File: config.mk
export PLATFORM = sky130hd
export DESIGN_NAME = conv1x1_weight_mac
export DESIGN_NICKNAME = d
export VERILOG_FILES = /design/src/rtl/conv1x1_pkg.sv /design/src/rtl/conv1x1_weight_mac_fifo.sv /design/src/rtl/conv1x1_weight_mac.sv
export SDC_FILE = /design/constraint.sdc
export NUM_CORES = 1
export LEC_CHECK = 0
export BUFFER_PORTS_ARGS = -buffer_cell sky130_fd_sc_hd__buf_2
export CORE_MARGIN = 10
export CORE_UTILIZATION = 30
export CTS_CLUSTER_SIZE = 10
export DETAILED_ROUTE_END_ITERATION = 7
export SLEW_MARGIN = 20
export SYNTH_ARGS = -nofsm -noshare
export SYNTH_HDL_FRONTEND = slang
export SYNTH_SLANG_ARGS = --single-unit
File: constraint.sdc
create_clock -name clk -period 8.2 [get_ports clk]
set_clock_uncertainty 0.15 [all_clocks]
set_input_delay 0.41 -clock clk [delete_from_list [all_inputs] [get_ports clk]]
set_output_delay 0.41 -clock clk [all_outputs]
set_load 0.1 [all_outputs]
File: src/rtl/conv1x1_pkg.sv
// Shared definitions for the 1x1 convolution weight MAC.
//   acc_width : result width for a DATA_WIDTH x DATA_WIDTH dot product of
//               IN_CHANNELS terms (exact, no overflow possible).
//   state_e   : sweep FSM states.
//   tag_t     : read tag carried alongside each outstanding BRAM read.
package conv1x1_pkg;

    function automatic int acc_width(input int data_width, input int in_channels);
        return 2 * data_width + $clog2(in_channels);
    endfunction

    typedef enum logic [1:0] {
        IDLE  = 2'd0,
        ISSUE = 2'd1,
        DRAIN = 2'd2
    } state_e;

    // Channel field is sized for the largest supported OUT_CHANNELS; users
    // truncate to their own index width.
    localparam int TAG_CH_W = 8;

    typedef struct packed {
        logic [TAG_CH_W-1:0] ch;
        logic                last;
    } tag_t;

endpackage

File: src/rtl/conv1x1_weight_mac_fifo.sv
// First-word-fall-through FIFO with a registered head.
//   push/din : write an entry (must not be full)
//   pop      : remove the head (ignored when empty)
//   count    : number of stored entries
//   empty/full
//   head     : registered copy of the oldest entry; holds its last value
//              once the FIFO drains, zero after reset.
module sync_fifo_fwft #(
    parameter  int WIDTH = 8,
    parameter  int DEPTH = 4,
    localparam int AW    = $clog2(DEPTH),
    localparam int CW    = $clog2(DEPTH + 1)
) (
    input  logic             clk,
    input  logic             rst,
    input  logic             push,
    input  logic [WIDTH-1:0] din,
    input  logic             pop,
    output logic [CW-1:0]    count,
    output logic             empty,
    output logic             full,
    output logic [WIDTH-1:0] head
);

    logic [WIDTH-1:0] mem_q [DEPTH];
    logic [AW-1:0]    wr_ptr_q, wr_ptr_d;
    logic [AW-1:0]    rd_ptr_q, rd_ptr_d;
    logic [CW-1:0]    count_q, count_d;
    logic [WIDTH-1:0] head_q, head_d;
    logic             pop_ok;

    assign empty  = (count_q == '0);
    assign full   = (count_q == CW'(DEPTH));
    assign count  = count_q;
    assign head   = head_q;
    assign pop_ok = pop && !empty;

    always_comb begin
        wr_ptr_d = push   ? wr_ptr_q + AW'(1) : wr_ptr_q;
        rd_ptr_d = pop_ok ? rd_ptr_q + AW'(1) : rd_ptr_q;
        count_d  = count_q;
        case ({push, pop_ok})
            2'b10:   count_d = count_q + CW'(1);
            2'b01:   count_d = count_q - CW'(1);
            default: count_d = count_q;
        endcase
        // Keep the head register equal to the oldest entry: after a pop the
        // next entry comes from memory, or straight from din when the FIFO
        // would otherwise have been left with only the entry being pushed.
        head_d = head_q;
        if (pop_ok) begin
            if (count_q > CW'(1)) head_d = mem_q[rd_ptr_q + AW'(1)];
            else if (push)        head_d = din;
        end else if (empty && push) begin
            head_d = din;
        end
    end

    always_ff @(posedge clk) begin
        if (push) mem_q[wr_ptr_q] <= din;
    end

    always_ff @(posedge clk or posedge rst) begin
        if (rst) begin
            wr_ptr_q <= '0;
            rd_ptr_q <= '0;
            count_q  <= '0;
            head_q   <= '0;
        end else begin
            wr_ptr_q <= wr_ptr_d;
            rd_ptr_q <= rd_ptr_d;
            count_q  <= count_d;
            head_q   <= head_d;
        end
    end

    // The issue credit check upstream guarantees space for every push.
    a_no_push_full: assert property (@(posedge clk) disable iff (rst) !(push && full));

endmodule

File: src/rtl/conv1x1_weight_mac.sv
// 1x1 convolution weight MAC.
// Latches one pixel (IN_CHANNELS signed activations), sweeps the weight BRAM
// over all OUT_CHANNELS kernels and emits one signed dot product per output
// channel, in channel order, through a credit-managed FWFT FIFO.
//   pix_*      : pixel input handshake
//   w_rd_*     : weight BRAM read port (registered address/enable)
//   out_*      : result stream with backpressure (out_last on final channel)
//   busy       : FSM active or results still queued
module conv1x1_weight_mac
    import conv1x1_pkg::*;
#(
    parameter  int DATA_WIDTH   = 8,
    parameter  int IN_CHANNELS  = 3,
    parameter  int OUT_CHANNELS = 4,
    parameter  int RD_LATENCY   = 1,
    parameter  int FIFO_DEPTH   = 4,
    localparam int ACC_WIDTH    = acc_width(DATA_WIDTH, IN_CHANNELS),
    localparam int CH_W         = $clog2(OUT_CHANNELS)
) (
    input  logic                              clk,
    input  logic                              rst,
    input  logic [DATA_WIDTH*IN_CHANNELS-1:0] pix_data,
    input  logic                              pix_valid,
    output logic                              pix_ready,
    output logic [CH_W-1:0]                   w_rd_addr,
    output logic                              w_rd_en,
    input  logic [DATA_WIDTH*IN_CHANNELS-1:0] w_rd_data,
    output logic signed [ACC_WIDTH-1:0]       out_data,
    output logic [CH_W-1:0]                   out_ch,
    output logic                              out_last,
    output logic                              out_valid,
    input  logic                              out_ready,
    output logic                              busy
);

    localparam int IF_W = $clog2(FIFO_DEPTH + 1);
    localparam int FW   = ACC_WIDTH + CH_W + 1;

    state_e                            state_q, state_d;
    logic [DATA_WIDTH*IN_CHANNELS-1:0] pix_q, pix_d;
    logic [CH_W-1:0]                   ch_cnt_q, ch_cnt_d;
    logic [IF_W-1:0]                   inflight_q, inflight_d;
    logic                              w_rd_en_q, w_rd_en_d;
    logic [CH_W-1:0]                   w_rd_addr_q, w_rd_addr_d;
    logic [RD_LATENCY:0]               vld_pipe_q, vld_pipe_d;
    tag_t                              tag_pipe_q [RD_LATENCY+1];
    tag_t                              tag_pipe_d [RD_LATENCY+1];

    logic                        issue;
    logic                        push;
    logic                        fifo_empty, fifo_full;
    logic [IF_W-1:0]             fifo_count;
    logic signed [ACC_WIDTH-1:0] dot;
    logic [FW-1:0]               fifo_din, fifo_head;
    tag_t                        ret_tag;

    // Stage 0 of the tag line is registered together with w_rd_en, so the
    // tag reaches stage RD_LATENCY exactly when the BRAM data is valid.
    assign push    = vld_pipe_q[RD_LATENCY];
    assign ret_tag = tag_pipe_q[RD_LATENCY];

    always_comb begin
        state_d     = state_q;
        pix_d       = pix_q;
        ch_cnt_d    = ch_cnt_q;
        w_rd_en_d   = 1'b0;
        w_rd_addr_d = w_rd_addr_q;
        issue       = 1'b0;
        case (state_q)
            IDLE: begin
                if (pix_valid) begin
                    pix_d    = pix_data;
                    ch_cnt_d = '0;
                    state_d  = ISSUE;
                end
            end
            ISSUE: begin
                // Credit check on registered values: every outstanding read
                // already owns a FIFO slot, so a push can never hit full.
                if ((int'(fifo_count) + int'(inflight_q)) < FIFO_DEPTH) begin
                    issue       = 1'b1;
                    w_rd_en_d   = 1'b1;
                    w_rd_addr_d = ch_cnt_q;
                    ch_cnt_d    = ch_cnt_q + CH_W'(1);
                    if (ch_cnt_q == CH_W'(OUT_CHANNELS - 1)) state_d = DRAIN;
                end
            end
            DRAIN: begin
                if (inflight_q == '0) state_d = IDLE;
            end
            default: state_d = IDLE;
        endcase
    end

    always_comb begin
        inflight_d = inflight_q;
        case ({issue, push})
            2'b10:   inflight_d = inflight_q + IF_W'(1);
            2'b01:   inflight_d = inflight_q - IF_W'(1);
            default: inflight_d = inflight_q;
        endcase
        vld_pipe_d         = {vld_pipe_q[RD_LATENCY-1:0], issue};
        tag_pipe_d[0].ch   = TAG_CH_W'(ch_cnt_q);
        tag_pipe_d[0].last = (ch_cnt_q == CH_W'(OUT_CHANNELS - 1));
        for (int i = 1; i <= RD_LATENCY; i++) tag_pipe_d[i] = tag_pipe_q[i-1];
    end

    always_comb begin
        dot = '0;
        for (int k = 0; k < IN_CHANNELS; k++) begin
            logic signed [DATA_WIDTH-1:0]   a, b;
            logic signed [2*DATA_WIDTH-1:0] p;
            a   = pix_q[k*DATA_WIDTH +: DATA_WIDTH];
            b   = w_rd_data[k*DATA_WIDTH +: DATA_WIDTH];
            p   = a * b;
            dot = dot + ACC_WIDTH'(p);
        end
    end

    always_ff @(posedge clk or posedge rst) begin
        if (rst) begin
            state_q     <= IDLE;
            pix_q       <= '0;
            ch_cnt_q    <= '0;
            inflight_q  <= '0;
            w_rd_en_q   <= 1'b0;
            w_rd_addr_q <= '0;
            vld_pipe_q  <= '0;
            for (int i = 0; i <= RD_LATENCY; i++) tag_pipe_q[i] <= '0;
        end else begin
            state_q     <= state_d;
            pix_q       <= pix_d;
            ch_cnt_q    <= ch_cnt_d;
            inflight_q  <= inflight_d;
            w_rd_en_q   <= w_rd_en_d;
            w_rd_addr_q <= w_rd_addr_d;
            vld_pipe_q  <= vld_pipe_d;
            for (int i = 0; i <= RD_LATENCY; i++) tag_pipe_q[i] <= tag_pipe_d[i];
        end
    end

    assign fifo_din = {dot, CH_W'(ret_tag.ch), ret_tag.last};

    sync_fifo_fwft #(
        .WIDTH (FW),
        .DEPTH (FIFO_DEPTH)
    ) u_fifo (
        .clk   (clk),
        .rst   (rst),
        .push  (push),
        .din   (fifo_din),
        .pop   (out_valid && out_ready),
        .count (fifo_count),
        .empty (fifo_empty),
        .full  (fifo_full),
        .head  (fifo_head)
    );

    assign out_data  = fifo_head[FW-1 -: ACC_WIDTH];
    assign out_ch    = fifo_head[CH_W:1];
    assign out_last  = fifo_head[0];
    assign out_valid = !fifo_empty;
    assign pix_ready = (state_q == IDLE) && !rst;
    assign w_rd_en   = w_rd_en_q;
    assign w_rd_addr = w_rd_addr_q;
    assign busy      = (state_q != IDLE) || !fifo_empty;

endmodule

==> results.toml, run 1 <==
[worst_setup_path]
crit_type = "reg -> reg"
worstPathArrival_ns = 7.08
r2r_end = "u_fifo.head[18]"
r2r-start = "pix_q[15]"
crit_required_ns = 8.40
rrSetupSlack_ns = 1.32
cp_max_fo = 9
end_kind = "flop"
worst_setup_path_start_kind = "flop"
r2r_cells = 20

[clock_tree]
clock_latency_ns = 0.44
htreeDepth = 4
path_clk_slew_ns = 0.07
cts_root_buffer = "clkbuf_16"
cts.sinks = 153
cts_buffer_depth = 2
cts-buffers-inserted = 17
ctsResizeCount = 0
cts_tree = "done"

[sta]
min_period_over_period_pct = 83.9
setup_tns_ns = 0
setup_viol = 0
tightest_slew_ns = 0.838
slew_headroom_pct = 44.1
rsz0062_at_grt = "false"
slew_viol_final = 0
fmax_ghz = 0.145
hold_viol = 0
finalCriticalPeriod_ns = 6.88

[logic_synthesis]
synth_nets = 1653
synth_edf_count = 84
synth_fa_ha_area_share_pct = 40.6
synthXorXnorAreaFrac_pct = 2.09
yosysTopAreaCell = "fa_1"
syn_inst = 1280
synth_warnings = 0
synth_area_sq_um = 14300
yosysSeqAreaShare_pct = 29.8
synth_seq_cells = 153
yosys-top-cells-area = "fa_1 33%, edfxtp_1 18%, dfrtp_1 12%"
async_reset_ff_share_pct = 45.1
synth.mux.area_fraction_pct = 4.72
yosys.cell_types.count = 47
synthSimpleGateAreaFrac_pct = 11.5
synth.top_cell.area_share_pct = 33.0
synth_top_family_by_area = "adder cells"
avgSynthCellArea_sq_um = 11.1
synth_compound_area_share_pct = 2.91
synth_flop_cell = "edfxtp_1"

[routing]
drt-initial-drc-count = 454
drt-pass1-iter-count = 7
dr_total_vias = 8808
ant_nets = 0
wl_per_cell_um = 15.9
drcViolationCount = 0
vias_per_cell = 4.44
wirelength_um = 31500

[global_routing]
antenna_found_initial = 5
gr-usage-all-layers_pct = 11.8
grt_pass1_vias = 9774
gr-total-overflow = 0
grt_pass1_wl_um = 52400
grt_max_degree = 70

[placed_design]
post_dp_cell_area_sq_um = 15400
port-buffer-count = 78
dp_hpwl_um = 25200
gp_congestion = 0.828

[final_layout]
fin_area_sq_um = 16100
syn_to_final_growth_pct = 12.6
final_common_cell = "inv_1"
drive_gt1_share_pct = 11.0
layout_common_cells = "280 x inv_1, 235 x fa_1, 188 x nand2_1, 103 x and2_1, 86 x ha_1"
nets = 1734

[die]
die_h_um = 238
start_util_pct = 30.5
die_w_um = 238
core_area_sq_um = 46800
num_rows = 79
ios = 79
dieArea_sq_um = 56600

[hold_path]
hold_end = "pix_q[9]"
hold_depth = 3
min_path_type = "in -> reg"
hold_start = "pix_data[9]"

[status]
outcome = "complete, no violations"

[run]
maxCapViolCount = 0
==> worst max-delay path, stage by stage, from the launching register on <==
cell      delay [ns]
dfrtp_1         0.49
and2_1          0.52
inv_1           0.12
fa_1            0.47
fa_1            0.54
inv_1           0.06
fa_1            0.45
fa_1            0.53
fa_1            0.43
fa_1            0.50
inv_1           0.05
fa_1            0.50
inv_1           0.05
ha_1            0.33
a21oi_1         0.16
nand2_1         0.11
or4_4           0.54
a221oi_2        0.29
xnor2_1         0.24
mux2i_1         0.12
o21ai_1         0.14
==> sequential cells by signal (all words and copies together) (netlist names) <==
register	flops
u_fifo.mem_q	84
pix_q	24
u_fifo.head	21
fifo_din	3
inflight_q	3
tag_pipe_d	3
u_fifo.count	3
ch_cnt_q	2
state_q	2
u_fifo.rd_ptr_q	2
u_fifo.wr_ptr_q	2
vld_pipe_q	2
w_rd_addr	2
==> Yosys cell counts (all sizes together), types with 2 or more instances <==
cell      n
a21o      8
buf       7
o21a      4
dfrtp    69
nand3     3
a211oi    2
and2    103
clkbuf   30
nand2b    6
nand2   188
nor3b     3
o21ai    26
o2111a    2
inv     281
o211ai    3
o31ai     2
a21oi     9
nor2b     3
mux4     21
xor2      9
nor2     31
fa      235
mux2i    20
edfxtp   84
ha       86
xnor2    25
nor3      5
==> logic make-up after synthesis <==
family	count (synthesis)
buffers and inverters	319
AO/OA/AOI/OAI	64
XOR/XNOR	34
adder cells (fa/ha/maj)	321
flip-flops	153
multiplexers	41
AND/OR/NAND/NOR	348
==> layer usage <==
metal	vias to the layer above	wire, um	share of wire [%]	global-route usage (%)
met1	4556	12800	41	14.1
met4	8	552	1.8	3.40
met2	132	17100	54	21.5
li1	4075	-	-	-
met5	-	47	0.15	0
met3	37	997	3.2	1.89
==> worst max-delay path by stage <==
stage / slack (ns) / end / cells past startpoint / startpoint
floorplan: 1.73 / u_fifo.head[18] / 21 / pix_q[15]
global placement: 1.40 / u_fifo.head[18] / 21 / w_rd_data[8]
detailed placement: 1.31 / u_fifo.head[18] / 21 / w_rd_data[8]
CTS: 1.25 / u_fifo.head[18] / 20 / pix_q[15]
global route: 0.85 / u_fifo.head[18] / 20 / pix_q[15]
finish: 1.32 / u_fifo.head[18] / 20 / pix_q[15]
==> per-stage QoR <==
| stage | hold slack [ns] | util [%] | setup slack [ns] | cells |
|---|---|---|---|---|
| final | 0.0160 | 34.3 | 1.32 | 1982 |
| after global routing | 0.0165 | 34.3 | 0.853 | 1981 |
| after CTS | 0.00118 | 34.2 | 1.25 | 1979 |
| after detailed placement | 0.185 | 32.8 | 1.31 | 1939 |
| after global placement | 0.182 | 32.8 | 1.40 | 1939 |
| after floorplan | 0.181 | - | 1.73 | 1280 |
==> layout make-up <==
class	instances	area, sq um
fill	4638	30700
timing repair buffer	99	591
multi-input combinational	808	8810
tap	607	759
sequential	153	4250
clock inverter	15	153
antenna	1	2.50
inverter	282	1060
clock buffer	17	425
==> timing repair <==
action,in CTS,in global routing
hold buffers,8,1
buffers inserted,0,0
hold endpoints to repair,8,28
Power of run 1 is not shown: default switching activity piles up to over one toggle a cycle in this logic, so the estimate is an artifact.
==> run 2, diff against run 1 <==
==> constraint.sdc (replaced) <==
create_clock -name clk -period 5.97 [get_ports clk]
set_clock_uncertainty 0.15 [all_clocks]
set_input_delay 0.2985 -clock clk [delete_from_list [all_inputs] [get_ports clk]]
set_output_delay 0.2985 -clock clk [all_outputs]
set_load 0.1 [all_outputs]
==> run 2 against run 1 <==
  * Via count increased by 5.7%
  * Critical path type unchanged
  * Count of clock-buffer cells in the layout is 2 higher
  * Cell area increased by 11%
  * Non-clock buffer count increased by 145
  * The run now ends with negative setup slack left
  * Highest routed layer is now met4
==> results.toml, run 2 (synthesis gave the netlist of run 1 again) <==
[clock_tree]
cts-buffers-inserted = 17
cts_root_buffer = "clkbuf_16"
clock_latency_ns = 0.44
path_clk_slew_ns = 0.07
cts_tree = "done"
cts.sinks = 153
htreeDepth = 4
cts_buffer_depth = 2

[routing]
vias_per_cell = 4.37
ant_nets = 0
wirelength_um = 33700
drt-initial-drc-count = 431
dr_total_vias = 9310
wl_per_cell_um = 15.8
drt-pass1-iter-count = 5
drcViolationCount = 0

[final_layout]
largest-register = "u_fifo.mem_q"
syn_to_final_growth_pct = 24.7
drive_gt1_share_pct = 25.6
post-route-util_pct = 38.0
final_common_cell = "inv_1"
largest_reg_flops = 84
layout_common_cells = "256 x inv_1, 219 x fa_1, 183 x nand2_1, 124 x buf_4, 92 x and2_1"
num-fill-cells = 4540
nets = 1879

[placed_design]
dp_hpwl_um = 27200
port-buffer-count = 78
dpl_worst_slack_ns = -0.519
gp_congestion = 0.867

[die]
dieArea_sq_um = 56600
start_util_pct = 30.5
die_h_um = 238
die_w_um = 238
ios = 79
num_rows = 79
core_area_sq_um = 46800

[worst_setup_path]
crit_slowest_cell = "fa_2"
crit_path_frequent_cell = "fa_1"
worstPathArrival_ns = 6.39
cp_max_fo = 4
r2r_cells = 19
rrSetupSlack_ns = -0.38
end_kind = "flop"
worst_setup_path_start_kind = "flop"
max_stage_delay_ns = 0.64
crit_type = "reg -> reg"
crit_required_ns = 6.01
r2r-start = "pix_q[12]"
crit_chain = "and2_4 > fa_1 > inv_2 > fa_1 > inv_1 > fa_1 > fa_2 > fa_2 > fa_1 > inv_1 > fa_1 > inv_2 > ha_4 > nand3_1 > nand2_2 > or4_4 > a221oi_4 > xnor2_2 > buf_4"
r2r_end = "u_fifo.mem_q[1][18]"

[status]
violations = "negative setup slack"
outcome = "finished, violations left"

[global_routing]
gr-total-overflow = 0
grt_pass1_vias = 10100
grt_max_degree = 70
grt_pass1_wl_um = 55200
antenna_found_initial = 4
gr-usage-all-layers_pct = 12.4

[hold_path]
hold_end = "fifo_din[1]"
hold_start = "tag_pipe_d[1]"
min_path_type = "reg -> reg"
hold_depth = 0

[sta]
rsz0062_at_grt = "true"
finalCriticalPeriod_ns = 6.35
tightest_slew_ns = 0.747
fmax_ghz = 0.157
hold_viol = 0
setup_viol = 41
setup_slack_ns = -0.381
setup_tns_ns = -8.36
slew_headroom_pct = 50.2
min_period_over_period_pct = 106
slew_viol_final = 0

[run]
maxCapViolCount = 0
## run 2: cell types whose count changed in the layout (fill, tap and decap cells not counted), moves of 14 or more
cell	change
buf_4	+113
buf_6	+14
dfrtp_1	-15
dfrtp_2	+15
dlygate4sd3_1	+16
fa_1	-16
fa_2	+16
inv_1	-24
inv_2	+25
## run 2: layout make-up
class	instances	area, sq um	area share, %
antenna	3	7.51	0.0422
clock buffer	19	433	2.44
clock inverter	13	160	0.901
inverter	282	1060	5.96
multi-input combinational	808	9300	52.3
sequential	153	4270	24.0
tap	607	759	4.27
timing repair buffer	244	1780	10.0
## run 2: stage by stage
stage	hold WS [ns]	std cells	cell area, sq um
6_report	0.202	2129	17800
3_3_place_gp	0.187	2045	16300
5_1_grt	0.197	2128	17800
4_1_cts	0.0688	2114	17500
3_5_place_dp	0.186	2045	16300
2_1_floorplan	0.181	1280	14500
## run 2: what timing repair did
| item | 4_1_cts | 5_1_grt |
|---|---|---|
| resized for setup | 68 | 48 |
| pin swaps | 31 | 56 |
| setup buffers | 14 | 12 |
| setup endpoints to repair | 50 | 50 |
| hold buffers | 24 | 1 |
| endpoints found under the hold margin | 24 | 48 |
## run 2: layer usage
metal,track usage [%],routed length (um)
met3,2.02,1180
met5,0,0
met1,15.7,14500
met4,3.44,608
met2,21.6,17500
## run 2: worst max-delay path by stage
stage,endpoint,from,cells past startpoint,slack [ns]
2_1_floorplan,u_fifo.head[18],pix_q[0],21,-0.18
5_1_grt,u_fifo.mem_q[2][18],pix_q[4],20,-0.54
3_3_place_gp,u_fifo.head[18],w_rd_data[4],22,-0.41
4_1_cts,u_fifo.head[18],pix_q[15],18,-0.33
3_5_place_dp,u_fifo.head[18],pix_q[4],21,-0.52
6_report,u_fifo.mem_q[1][18],pix_q[12],19,-0.38
## run 2: worst max-delay path, delay by kind of cell (launching register included)
family,cells,cell delay [ns]
buf+inv,5,0.34
compound gates,1,0.34
xor+xnor,1,0.12
flops,1,0.46
simple gates,4,0.85
fa+ha+maj,8,3.85
Power of run 2 is left out for the same reason.
==> run 3, diff against run 2 <==
--- a/config.mk
+++ b/config.mk
@@ -5,7 +5,7 @@
 export SDC_FILE = /design/constraint.sdc
 export NUM_CORES = 1
 export LEC_CHECK = 0
-export BUFFER_PORTS_ARGS = -buffer_cell sky130_fd_sc_hd__buf_2
+export BUFFER_PORTS_ARGS = -buffer_cell sky130_fd_sc_hd__buf_4
 export CORE_MARGIN = 10
 export CORE_UTILIZATION = 30
 export CTS_CLUSTER_SIZE = 10
==> run 3 against run 2 <==
  * The run still ends with negative setup slack left
  * Hold slack got worse by 0.064 ns
  * Critical path depth is the same
  * Routed wire length increased by 1.0%
  * Die area is the same
  * Via count up 0.30%
  * Critical path type unchanged
==> results.toml, run 3 (synthesis gave the netlist of run 1 again) <==
[status]
outcome = "finished, violations left"
violations = "negative setup slack"

[routing]
wirelength_um = 34100
wl_per_cell_um = 15.9
drcViolationCount = 0
drt-pass1-iter-count = 4
drt-initial-drc-count = 345
ant_nets = 0
dr_total_vias = 9338
vias_per_cell = 4.37

[die]
num_rows = 79
start_util_pct = 30.5
core_area_sq_um = 46800
ios = 79
die_w_um = 238
dieArea_sq_um = 56600
die_h_um = 238

[placed_design]
dpl_worst_slack_ns = -0.568
port-buffer-count = 78
dp_cells = 2051
dp_hpwl_um = 27400
gp_congestion = 0.863

[worst_setup_path]
end_kind = "flop"
r2r_end = "u_fifo.mem_q[0][18]"
crit_type = "reg -> reg"
cp_max_fo = 8
worst_setup_path_start_kind = "flop"
crit_slowest_cell = "fa_1"
max_stage_delay_ns = 0.53
crit_chain = "and2_4 > fa_1 > fa_1 > inv_2 > fa_1 > fa_1 > inv_1 > fa_1 > inv_2 > fa_1 > inv_1 > fa_1 > ha_4 > nor2b_4 > o2111a_2 > or4_4 > a221oi_4 > xnor2_2 > buf_4"
r2r-start = "pix_q[3]"
crit_required_ns = 6.02
worstPathArrival_ns = 6.43
r2r_cells = 19
crit_path_frequent_cell = "fa_1"
rrSetupSlack_ns = -0.41

[clock_tree]
path_clk_slew_ns = 0.07
clock_latency_ns = 0.45
cts-buffers-inserted = 17
cts.sinks = 153
htreeDepth = 4
cts_buffer_depth = 2
cts_tree = "done"
cts_root_buffer = "clkbuf_16"

[sta]
finalCriticalPeriod_ns = 6.38
setup_viol = 41
tightest_slew_ns = 0.728
fmax_ghz = 0.157
setup_slack_ns = -0.410
rsz0062_at_grt = "true"
slew_headroom_pct = 51.5
hold_viol = 0
min_period_over_period_pct = 107
slew_viol_final = 0
setup_tns_ns = -9.71

[global_routing]
grt_pass1_vias = 10400
gr-total-overflow = 0
antenna_found_initial = 1
gr-usage-all-layers_pct = 12.7
grt_pass1_wl_um = 56000
grt_max_degree = 70

[hold_path]
hold_start = "out_ready"
hold_depth = 3
min_path_type = "in -> reg"
hold_end = "u_fifo.rd_ptr_q[0]"

[final_layout]
syn_to_final_growth_pct = 26.6
largest_reg_flops = 84
largest-register = "u_fifo.mem_q"
drive_gt1_share_pct = 26.1
stdcell_count = 2139
final_common_cell = "inv_1"
layout_common_cells = "255 x inv_1, 223 x fa_1, 208 x buf_4, 184 x nand2_1, 91 x and2_1"
nets = 1891

[run]
maxCapViolCount = 0
==> run 3: cell types whose count changed in the layout (fill, tap and decap cells not counted), sizes merged <==
| cell | change |
|---|---|
| buf | +12 |
| diode | -2 |
| bufinv | -1 |
| inv | +1 |
==> run 3: cell type report <==
type	count	area [sq um]
Antenna cell	1	2.50
Fill cell	4522	28700
Sequential cell	153	4270
Timing Repair Buffer	256	2110
Clock buffer	19	433
Multi-Input combinational cell	808	9280
Clock inverter	13	138
Inverter	282	1060
Tap cell	607	759
==> run 3: routing by layer <==
| metal | track usage [%] | vias up | wire length [um] |
|---|---|---|---|
| met1 | 15.8 | 4769 | 14900 |
| met3 | 1.90 | 40 | 811 |
| met2 | 22.2 | 134 | 17600 |
| li1 | - | 4395 | - |
| met4 | 4.00 | 0 | 778 |
| met5 | 0 | - | 0 |
==> run 3: repair_timing <==
action | in CTS | in global routing
endpoints found under the hold margin | 24 | 60
pin swaps | 17 | 36
endpoints found under the setup margin | 50 | 51
setup buffers | 17 | 17
resized for setup | 79 | 36
hold buffers | 24 | 1
==> run 3: worst max-delay path by stage <==
stage                        start                  end  slack [ns]  depth (start not counted)
after global routing      pix_q[1]      u_fifo.head[18]       -0.60                         21
after CTS                 pix_q[3]      u_fifo.head[18]       -0.39                         20
final                     pix_q[3]  u_fifo.mem_q[0][18]       -0.41                         19
after global placement    pix_q[4]      u_fifo.head[18]       -0.45                         20
after detailed placement  pix_q[4]      u_fifo.head[18]       -0.57                         20
after floorplan           pix_q[0]      u_fifo.head[18]       -0.18                         21
==> run 3: through the flow <==
step | instance area [sq um] | hold WS, ns | util [%]
after floorplan | 14500 | 0.181 | -
final | 18000 | 0.137 | 38.6
after global placement | 16500 | 0.185 | 35.4
after CTS | 17800 | 0.0773 | 38.1
after global routing | 18000 | 0.146 | 38.6
after detailed placement | 16500 | 0.189 | 35.4
==> run 3: critical path, delay by kind of cell (launching register included) <==
family          cells  cell delay [ns]
fa+ha+maj           8             3.66
simple gates        3             0.75
compound gates      2             0.62
flops               1             0.48
buf+inv             5             0.34
xor+xnor            1             0.12
Power of run 3 is left out for the same reason.
